[src/rtl/sram_rd_pipe.sv]
// Read-latency delay line: RD_LAT stages of data plus valid, valid bits async-cleared.
module sram_rd_pipe #(
    parameter int RD_LAT = 1,
    parameter int DATA_W = 16
) (
    input  logic              clk,
    input  logic              rst,
    input  logic              in_vld,
    input  logic [DATA_W-1:0] in_data,
    output logic              out_vld,
    output logic [DATA_W-1:0] out_data
);

    logic [RD_LAT:1]             vld_pipe;
    logic [RD_LAT:1][DATA_W-1:0] dat_pipe;

    always_ff @(posedge clk or posedge rst) begin
        if (rst) begin
            vld_pipe <= '0;
        end else begin
            vld_pipe[1] <= in_vld;
            for (int i = 2; i <= RD_LAT; i++) vld_pipe[i] <= vld_pipe[i-1];
        end
    end

    // Data needs no reset: it is only observed behind its valid bit.
    always_ff @(posedge clk) begin
        dat_pipe[1] <= in_data;
        for (int i = 2; i <= RD_LAT; i++) dat_pipe[i] <= dat_pipe[i-1];
    end

    assign out_vld  = vld_pipe[RD_LAT];
    assign out_data = dat_pipe[RD_LAT];

endmodule

[config.mk]
export PLATFORM = sky130hd
export DESIGN_NAME = sram_rd_pipe
export DESIGN_NICKNAME = d
export VERILOG_FILES = /design/src/rtl/sram_rd_pipe.sv
export SDC_FILE = /design/constraint.sdc
export NUM_CORES = 1
export LEC_CHECK = 0
export CORE_AREA = 4 4 41 43
export DETAILED_ROUTE_END_ITERATION = 6
export DIE_AREA = 0 0 45 47
export PLACE_DENSITY = 0.78
export SLEW_MARGIN = 20
export SYNTH_ARGS = -nofsm -noshare
export SYNTH_HDL_FRONTEND = slang
export SYNTH_SLANG_ARGS = --single-unit
[constraint.sdc]
create_clock -name clk -period 0.8 [get_ports clk]
set_input_delay 0.16 -clock clk [delete_from_list [all_inputs] [get_ports clk]]
set_output_delay 0.16 -clock clk [all_outputs]
set_load 0.02 [all_outputs]
After elaboration in Yosys (flattened, before gate mapping):

Cells that the tools add are included.

* input bits: 19
* flip-flop bits (word level): 17
* output and inout bits: 17
* word-level logic and storage cells: 2

Longest topological paths before layout:

* depth in word-level cells: 0
* depth in mapped cells: 1
* gate-level depth less buffers: 1

Worst setup path before layout:

Ideal clock, no wire load.

* kind: reg-to-output
* from: reg vld_pipe (netlist: out_vld)
* to: out out_vld
* buffers on the path: 0
* slack: 0.224 ns
* required time: 0.640 ns
* arrival time: 0.416 ns
* cell stages (with the launch flop): 1
* path through: dfrtp_1

RTL lines
* start: declaration: RTL line 14 `logic [RD_LAT:1] vld_pipe;`
* end: declaration: RTL line 10 `output logic out_vld,`

No word-level cell between the ends.

Final worst setup path:

* from: reg vld_pipe (netlist: out_vld)
* to: out out_vld

No word-level cell between the ends.

==> impl_metrics.tcl <==
set metrics [dict create \
    status "finished, violations left" \
    violations "setup timing" \
    hold_path_class "in -> async" \
    numCtsBuffers 3 \
    critPathTopFamily "flip-flops" \
    tns_ns -1.38 \
    final_max_slew_viol_count 0 \
    io_buffer_count 35 \
    avgSynthCellArea_sq_um 19.4 \
    multiInputGateArea_sq_um 0 \
    worst_ep_arrival_time_ns 0.78 \
    critPathBufInv 1 \
    start_util_pct 26.8 \
    irDropWorstVdd_v 0.00122 \
    hold_viol 0 \
    grt_util_met3_pct 9.20 \
    met2_usage_pct 11.3 \
    grt_pass1_wl_microns 1210 \
    first_iter_violations 1 \
    core_area_sq_um 1300 \
    antenna_found_initial 0 \
    startpoint_type "register" \
    max_freq_ghz 1.06 \
    grt_max_degree 10 \
    path_class "reg -> out" \
    clockBufferDepth 2 \
    slowest_delay_ns 0.38 \
    required_ns 0.64 \
    whs_ns 0.0268 \
    crit_path_top_delay_cell "dfrtp_1" \
    cts.sinks 17 \
    track_usage_pct 9.11 \
    die_h_microns 47 \
    powerDensity_nw_per_um2 2020 \
    h-tree-depth 1 \
    dieArea_sq_um 2120 \
    wire_per_inst_microns 12.1 \
    nMultiInputCombCells 0 \
    syn-num-nets 37 \
    grt_pass1_vias 296 \
    syn2layout_area_growth_pct 125 \
    netlist_top_cells_area "dfxtp_1 92%, dfrtp_1 7.2%, inv_1 1.1%" \
    yosys_warnings 0 \
    netlist.top_cell.by_area "dfxtp_1" \
    total_leakage_power_nw 0.340 \
    clk_pin_slew_ns 0.09 \
    setup_viol 17 \
    maxSlewHeadroom_pct 94.3 \
    crit_fanout 1 \
    drc 0 \
    busiest_layer "met2" \
    final_nets 77 \
    rows 13 \
    drive_above_1_share_pct 63.2 \
    p_total_mw 1.58 \
    drtPass1Iterations 4 \
    viasPerCell 3.92 \
    postSynthCellCount 18 \
    insertedDiodeCount 0 \
    seq_area_frac_synth_pct 98.9 \
    n_fill_cell 117 \
    finalWorstSetupSlack_ns -0.141 \
    min_period_ns 0.941 \
    maxCapViolations 0 \
    post_cts_buffers 0 \
    timing.final.crit_share_pct 118 \
    synth_cell_types 3 \
    totalWireLength_microns 868 \
    cts-root-buf "clkbuf_4" \
    end_kind "primary output" \
    syn_area_sq_um 349 \
    tightestPinTransition_ns 0.0858 \
    synth_seq_cells 17 \
    ant_nets 0 \
    gp_congestion 0.662 \
    cp_cell_sequence "buf_6" \
    die_x_microns 45 \
    rsz0062_at_grt "true" \
    cts_tree "done" \
    synth_top_area_share_pct 91.8 \
    grt_use_met1_pct 8.22 \
    dr_total_vias 282 \
    grt_overflow_total 0 \
    ioPinCount 36 \
    hpwl_microns 719 \
]
where the power goes:
group	switching, mW	total [mW]	internal, mW
Combinational	0.0860	0.244	0.158
Sequential	0.0203	0.921	0.900
Clock	0.227	0.420	0.193
timing repair:
| action | 4_1_cts | 5_1_grt |
|---|---|---|
| hold buffers | 0 | 0 |
| endpoints found under the setup margin | 17 | 17 |
| pin swaps | 0 | 0 |
| gates resized for setup | 118 | 0 |
| cloned | 0 | 0 |
sequential cells by signal, summed over array words and instances, names as in the netlist:
register,flops
out_vld,1
out_data,16
layer usage:
layer,up-vias,wire [microns]
met4,0,15
li1,131,-
met2,35,287
met5,-,0
met1,114,309
met3,2,255
cell type report:
class                 instances  area [sq um]  share of cell area (%)
timing repair buffer         35           372                    47.3
sequential                   17           365                    46.5
clock buffer                  4          26.3                    3.34
tap                          15          18.8                    2.39
inverter                      1          3.75                   0.478
kinds of logic (layout without fill, tap and decap cells):
kind of cell / after synthesis / after routing / share of synthesized area (%)
buffers and inverters: 1 / 40 / 1.07
flip-flops: 17 / 17 / 98.9
cells in the mapped netlist:
master   number
dfxtp_1      16
dfrtp_1       1
inv_1         1
how the worst max path moves through the flow:
stage	end	cells past startpoint	start
after CTS	out_vld	1	out_vld
after global routing	out_vld	1	out_vld
after detailed placement	out_data[13]	1	out_data[13]
after global placement	out_data[10]	1	out_data[10]
after floorplan	out_vld	0	out_vld
final	out_vld	1	out_vld
cells in the final DEF, fill, tap and decap left out:
master	netlist	layout
buf_6	0	17
clkbuf_1	0	1
clkbuf_4	0	3
clkdlybuf4s50_1	0	18
dfrtp_1	1	1
dfxtp_2	0	16
inv_1	1	1
stage by stage:
stage	worst slack (ns)	util (%)	instance area (sq um)	cells
final	-0.141	60.4	786	72
after global routing	-0.183	60.4	786	72
after detailed placement	-0.265	55.2	718	68
after CTS	-0.160	60.4	786	72
after floorplan	0.224	-	349	18
after global placement	-0.257	55.2	718	68
No activity file was read; power rests on OpenSTA's default activity.
